==> src/rtl/imem_fetch.sv <==
`default_nettype none
// ============================================================================
//  Module      : imem_fetch
//  Description : Instruction fetch initiator. Owns the program counter, drives
//                the word address into a combinational-read instruction
//                memory, and captures each returned word in a one-entry fetch
//                register (IF/ID) with a valid flag. Supports decode stall,
//                branch/jump redirect with flush, and stop-on-halt-word.
//
//  Ports       : clk            system clock, rising-edge state updates
//                reset          synchronous active-high reset
//                start          level; begins fetching from PC while idle
//                imem_addr      word address to imem (the PC register)
//                imem_readdata  imem data, valid in the same cycle
//                stall          decode not ready; hold PC and fetch register
//                redirect       load redirect_addr into PC, flush fetch reg
//                redirect_addr  redirect target PC
//                instr          registered instruction word
//                instr_pc       PC that instr was fetched from
//                instr_valid    instr holds a live instruction
//                halted         high while stopped on a halt word
//
//  Revision    : 1.0 - initial release
// ============================================================================
module imem_fetch #(
    parameter int             N         = 16,
    parameter int             R         = 5,
    parameter logic [N-1:0]   HALT_WORD = 16'hFFFF
) (
    input  logic          clk,
    input  logic          reset,
    input  logic          start,
    output logic [R-1:0]  imem_addr,
    input  logic [N-1:0]  imem_readdata,
    input  logic          stall,
    input  logic          redirect,
    input  logic [R-1:0]  redirect_addr,
    output logic [N-1:0]  instr,
    output logic [R-1:0]  instr_pc,
    output logic          instr_valid,
    output logic          halted
);

    localparam logic [1:0]   c_ST_IDLE = 2'd0;
    localparam logic [1:0]   c_ST_RUN  = 2'd1;
    localparam logic [1:0]   c_ST_HALT = 2'd2;
    localparam logic [R-1:0] c_PC_ONE  = R'(1);

    logic [1:0]   r_state;
    logic [R-1:0] r_pc;
    logic [N-1:0] r_instr;
    logic [R-1:0] r_instr_pc;
    logic         r_instr_valid;

    logic [1:0]   w_next_state;
    logic [R-1:0] w_next_pc;
    logic [N-1:0] w_next_instr;
    logic [R-1:0] w_next_instr_pc;
    logic         w_next_instr_valid;
    logic         w_is_halt_word;

    assign w_is_halt_word = (imem_readdata == HALT_WORD);

    // ------------------------------------------------------------------
    // State and datapath registers
    // ------------------------------------------------------------------
    always_ff @(posedge clk) begin
        if (reset) begin
            r_state       <= c_ST_IDLE;
            r_pc          <= '0;
            r_instr       <= '0;
            r_instr_pc    <= '0;
            r_instr_valid <= 1'b0;
        end else begin
            r_state       <= w_next_state;
            r_pc          <= w_next_pc;
            r_instr       <= w_next_instr;
            r_instr_pc    <= w_next_instr_pc;
            r_instr_valid <= w_next_instr_valid;
        end
    end

    // ------------------------------------------------------------------
    // Next-state and next-datapath logic
    // ------------------------------------------------------------------
    always_comb begin
        w_next_state       = r_state;
        w_next_pc          = r_pc;
        w_next_instr       = r_instr;
        w_next_instr_pc    = r_instr_pc;
        w_next_instr_valid = r_instr_valid;

        case (r_state)
            c_ST_IDLE: begin
                w_next_instr_valid = 1'b0;
                // Redirect and start may coincide: PC takes the target and
                // fetching begins from it on the next cycle.
                if (redirect) begin
                    w_next_pc = redirect_addr;
                end
                if (start) begin
                    w_next_state = c_ST_RUN;
                end
            end

            c_ST_RUN: begin
                if (redirect) begin
                    // Flush: the word currently on imem_readdata is discarded,
                    // costing one bubble. instr_pc keeps its old value.
                    w_next_pc          = redirect_addr;
                    w_next_instr       = '0;
                    w_next_instr_valid = 1'b0;
                end else if (!stall) begin
                    w_next_instr       = imem_readdata;
                    w_next_instr_pc    = r_pc;
                    w_next_instr_valid = 1'b1;
                    if (w_is_halt_word) begin
                        // Halt word is delivered valid; PC parks on it.
                        w_next_state = c_ST_HALT;
                    end else begin
                        w_next_pc = r_pc + c_PC_ONE;
                    end
                end
            end

            c_ST_HALT: begin
                if (redirect) begin
                    w_next_pc          = redirect_addr;
                    w_next_instr_valid = 1'b0;
                    w_next_state       = c_ST_RUN;
                end else if (!stall) begin
                    // Decode has consumed the halt word.
                    w_next_instr_valid = 1'b0;
                end
            end

            default: begin
                w_next_state       = c_ST_IDLE;
                w_next_instr_valid = 1'b0;
            end
        endcase
    end

    // ------------------------------------------------------------------
    // Outputs
    // ------------------------------------------------------------------
    always_comb begin
        imem_addr   = r_pc;
        instr       = r_instr;
        instr_pc    = r_instr_pc;
        instr_valid = r_instr_valid;
        halted      = (r_state == c_ST_HALT);
    end

endmodule
`default_nettype wire

==> config.mk <==
export PLATFORM = sky130hd
export DESIGN_NAME = imem_fetch
export DESIGN_NICKNAME = d
export VERILOG_FILES = /design/src/rtl/imem_fetch.sv
export SDC_FILE = /design/constraint.sdc
export NUM_CORES = 1
export LEC_CHECK = 0
export CORE_MARGIN = 2
export CORE_UTILIZATION = 44
export DETAILED_ROUTE_END_ITERATION = 8
export GPL_TIMING_DRIVEN = 1
export PLACE_DENSITY = 0.89
export RECOVER_POWER = 25
export SYNTH_ARGS = -nofsm -noshare
export SYNTH_HDL_FRONTEND = slang
export SYNTH_SLANG_ARGS = --single-unit
==> constraint.sdc <==
create_clock -name clk -period 4.4 [get_ports clk]
set_clock_uncertainty 0.1 [all_clocks]
set_input_delay 0.88 -clock clk [delete_from_list [all_inputs] [get_ports clk]]
set_output_delay 0.88 -clock clk [all_outputs]
set_load 0.02 [all_outputs]
== After elaboration in Yosys (flattened, before gate mapping) ==
Cells that the tools add are included.

* Bitwise gates (word level): 2
* Reduce and logical (&&, ||, !) cells: 8
* Multiplexer cells: 18
* Add/sub/neg operators: 1
* Equal/unequal tests: 13

{| class="wikitable"
|+ Operators by type and width
! cell !! number
|-
| 16-bit two-way mux || 2
|-
| 5-bit two-way mux || 4
|-
| 16-bit equality test, second input constant || 1
|-
| 2-bit two-way mux || 5
|-
| 2-bit != test, second input constant || 5
|-
| 5-bit case mux with 2 select lines || 1
|-
| 3-bit != test, second input constant || 3
|-
| 2-bit case mux with 3 select lines || 1
|-
| 5-bit by 1-bit adder with 5-bit output, second input constant || 1
|-
| 5-bit AND reduction || 1
|-
| 1-bit two-way mux || 4
|-
| 2-bit by 1-bit != test with 1-bit output, second input constant || 2
|-
| 2-bit AND reduction || 2
|-
| 4-bit AND reduction || 1
|-
| 3-bit AND reduction || 1
|-
| 2-bit by 1-bit equality test with 1-bit output, second input constant || 1
|-
| 2-bit equality test, second input constant || 1
|-
| 2-bit logical NOT || 1
|-
| 1-bit NOT || 2
|-
| 1-bit case mux with 2 select lines || 1
|-
| 2-bit nonzero test || 1
|-
| 2-bit OR reduction || 1
|}

* Logic and storage cells: 47
* Bits of input ports: 26
* Register bits after elaboration: 29
* Output and inout bits: 28

== Depth between registers and ports, before layout ==
* Depth in word-level cells: 5
* Depth in mapped cells: 6
* Mapped depth without buffers: 5

== Worst setup path before layout ==
OpenSTA, ideal clock, no wires.

* Path type: in2reg
* Start point: input imem_readdata[14]
* End point: register r_pc[1] (netlist: imem_addr[1])
* Setup slack: 2.343 ns
* Required time: 4.172 ns
* Buffers on the path: 1
* Cell stages on the path: 6
* Arrival: 1.829 ns
* Library setup time: 0.128 ns
* Path through: nand4_1 nor4_2 a31o_1 buf_6 mux2i_1 nor2_1

* Longest elaborated chain between the ends: 3

{| class="wikitable"
|+ RTL lines
! element !! RTL line !! text
|-
| start, declared || 34 || <nowiki>input logic [N-1:0] imem_readdata,</nowiki>
|-
| 16-bit equality test || 62 || <nowiki>assign w_is_halt_word = (imem_readdata == HALT_WORD);</nowiki>
|-
| 3-bit != test (no line) || n/a ||
|-
| 4-bit AND reduction (no line) || n/a ||
|-
| end signal, assigned || 76 || <nowiki>r_pc <= w_next_pc;</nowiki>
|-
| end, declared || 50 || <nowiki>logic [R-1:0] r_pc;</nowiki>
|}

No other way between the ends.
A chain may end at the register's enable or synchronous reset.

== Worst setup path in the final report ==
* Start point: register r_state[1]
* End point: output halted

* Longest elaborated chain between the ends: 1

{| class="wikitable"
|+ RTL lines
! element !! RTL line !! text
|-
| start, declared || 49 || <nowiki>logic [1:0] r_state;</nowiki>
|-
| start signal, assigned || 69 || <nowiki>r_state <= c_ST_IDLE;</nowiki>
|-
| start signal, assigned || 75 || <nowiki>r_state <= w_next_state;</nowiki>
|-
| 2-bit equality test || 152 || <nowiki>halted = (r_state == c_ST_HALT);</nowiki>
|-
| end, declared || 41 || <nowiki>output logic halted</nowiki>
|}

No other way between the ends.

==> flow_summary.toml <==
[timing]
max_slew.worst_pin.slew_ns = 1.11
rsz0062_at_grt = "false"
post-route-period-util_pct = 60.7
relSlewSlack_pct = 25.6
slew_violations = 0
setup_viol = 0
hold_viol_final = 0
tns_ns = 0
min_period_ns = 2.67
max_freq_mhz = 375

[yosys]
ys_seq_area_share_pct = 47.7
synth_seq_cells = 29
ys_warn_count = 0
syn-cell-area_um2 = 1220
synth_area_per_cell_um2 = 8.95
syn_inst = 136
synth_cell_types = 33
synth_fp_nets = 163

[global_routing]
grt_pass1_vias = 1232
grt_pass1_wl_mm = 5.43
grt_use_total_pct = 22.1
grt.overflow.total = 0
antenna_found_initial = 0
grt_start_max_net_pins = 33

[floorplan]
ios = 54
die_w_um = 56.6
fp.dieArea_um2 = 3200
core_area_um2 = 2690
die_h_um = 56.6
rows = 19
start_util_pct = 45.3

[worst_setup_path]
path_max_fanout = 5
cp_slowest_cell = "clkdlybuf4s50_1"
required_ns = 3.42
end_kind = "output port"
cp_cell_sequence = "inv_1, nor2_1, clkdlybuf4s50_1"
crit_type = "reg -> out"
cp.arrival_ns = 1.69
slowest_delay_ns = 0.64
cp-start-kind = "flip-flop"

[detailed_routing]
routed_wl_mm = 3.38
wl_per_cell_um = 15.5
dr.pass1.iters = 6
antenna_left = 0
vias = 1251
drc = 0
vias_per_cell = 5.74
drtIter0Drc = 52

[finish]
area_delta_synth_final_pct = 47.4
multiInputGateArea_um2 = 578
regArea_um2 = 581
antenna_cells = 0
drive_gt1_share_pct = 4.28
final_util_pct = 66.8
nets = 214
nFillCells = 207

[power]
peakVddDrop_mv = 0.251
p_leak_nw = 0.687
powerDensity_nw_per_um2 = 299

[cts]
clock_sinks = 29
cts-buffers-inserted = 5
htreeDepth = 2
postCtsSetupBuffers = 0
clk_path_buf_depth = 2
clkTransAtPathRegs_ns = 0.09
cts_hold_buffers = 0
clock_latency_ns = 0.33
cts-root-buf = "clkbuf_4"
cts_tree = "yes"
cts_resized = 0

[placement]
dp_hpwl_mm = 2.42
numPortBuffers = 53
finalWeightedCongestion = 0.802

[outcome]
outcome = "completed"

[run]
maxCapViolations = 0

[worst_hold_path]
holdCritPathClass = "reg -> reg"
-- logic make-up (layout without fill, tap and decap cells) --
group                      after synthesis  count (layout)  synth area share, %
AOI/OAI and AO/OA                       35              35                 20.0
adders and majority gates                1               1                 1.03
buffers and inverters                   12              63                 4.83
DFF                                     29              29                 47.7
muxes                                    6               6                 4.93
and+or+nand+nor                         53              53                 21.5
-- Yosys cell counts, drive strengths merged --
| master | instances | area share [%] |
|---|---|---|
| a31o | 1 | 0.72 |
| nor3b | 1 | 0.62 |
| buf | 4 | 2.4 |
| clkbuf | 5 | 1.5 |
| nor2 | 26 | 8.0 |
| ha | 1 | 1.0 |
| nor4 | 1 | 1.0 |
| and3 | 1 | 0.51 |
| dfxtp | 29 | 48 |
| or3 | 1 | 0.51 |
| or2b | 1 | 0.62 |
| nor2b | 4 | 2.3 |
| a21oi | 4 | 1.6 |
| o21ai | 5 | 2.1 |
| a311oi | 1 | 0.72 |
| o31ai | 3 | 1.8 |
| mux2i | 6 | 4.9 |
| nand3 | 3 | 1.2 |
| nand2b | 1 | 0.51 |
| nand4 | 4 | 2.1 |
| a22oi | 18 | 11 |
| and2b | 1 | 0.62 |
| a211oi | 1 | 0.62 |
| a21o | 1 | 0.62 |
| o32ai | 1 | 0.72 |
| and2 | 2 | 1.0 |
| nand2 | 4 | 1.2 |
| inv | 3 | 0.92 |
| nor3 | 3 | 1.2 |
-- sequential cells by signal, indices dropped and copies added, names as in the netlist --
signal / cells
instr: 16
instr_valid: 1
r_state: 2
imem_addr: 5
instr_pc: 5
-- power breakdown --
group / internal [W] / switching, W / total [W]
logic: 0.0000465 / 0.0000430 / 0.0000895
registers: 0.000271 / 0.00000913 / 0.000280
clock network: 0.0000753 / 0.0000912 / 0.000166
total: 0.000393 / 0.000143 / 0.000536
-- critical path, delay by kind of cell (launching register included) --
family	cells	cell delay, ns
and+or+nand+nor	1	0.21
DFF	1	0.41
buffers and inverters	2	0.73
-- metal layers --
metal / vias to the layer above / global-route usage, % / wire length (um)
met3: 15 / 7.60 / 271
met5: - / 0 / 0
li1: 587 / - / -
met2: 61 / 35.4 / 1680
met1: 588 / 25.0 / 1320
met4: 0 / 13.9 / 110
-- cell usage in the layout (no fill, tap or decap), types with 2 or more instances in the layout --
cell type / Yosys / layout
o31ai_1: 3 / 3
mux2i_1: 6 / 6
a22oi_1: 18 / 18
o21ai_1: 2 / 2
nor2_1: 26 / 26
inv_1: 3 / 3
nor2b_1: 3 / 3
dfxtp_1: 29 / 29
o21ai_0: 3 / 3
a21oi_1: 4 / 4
clkdlybuf4s50_1: 0 / 39
and2_1: 2 / 2
nand4_1: 4 / 4
clkbuf_4: 0 / 5
nand2_1: 4 / 4
nand3_1: 3 / 3
nor3_1: 3 / 3
dlygate4sd3_1: 0 / 14
-- area by class of cell --
type	count	share of cell area [%]
repair buffers	53	29.6
clock buffers	7	3.07
inverters	3	0.628
flip-flops and latches	29	32.4
well taps	31	2.16
multi-input cells	95	32.2
-- final timing paths --
| path | from | end | slack (ns) | depth (start not counted) |
|---|---|---|---|---|
| max | r_state[1]$_SDFFE_PP0P_ | halted | 1.73 | 3 |
| min | instr_pc[2]$_SDFFE_PP0P_ | instr_pc[2]$_SDFFE_PP0P_ | 0.40 | 2 |
| max reg2reg | r_state[0]$_SDFFE_PP0P_ | instr_pc[1]$_SDFFE_PP0P_ | 2.34 | 4 |
| min reg2reg | instr_pc[2]$_SDFFE_PP0P_ | instr_pc[2]$_SDFFE_PP0P_ | 0.40 | 2 |
-- stage by stage --
| stage | instances | power (W) | worst slack (ns) | area [um^2] | hold WS (ns) |
|---|---|---|---|---|---|
| floorplan | 136 | 0.000328 | 2.34 | 1220 | 0.483 |
| global placement | 211 | 0.000373 | 1.62 | 1740 | 0.377 |
| detailed placement | 211 | 0.000376 | 1.52 | 1740 | 0.388 |
| CTS | 218 | 0.000539 | 1.75 | 1790 | 0.410 |
| global route | 218 | 0.000557 | 1.64 | 1790 | 0.425 |
| finish | 218 | 0.000536 | 1.73 | 1790 | 0.399 |
Power figures use the tool's default switching activity.
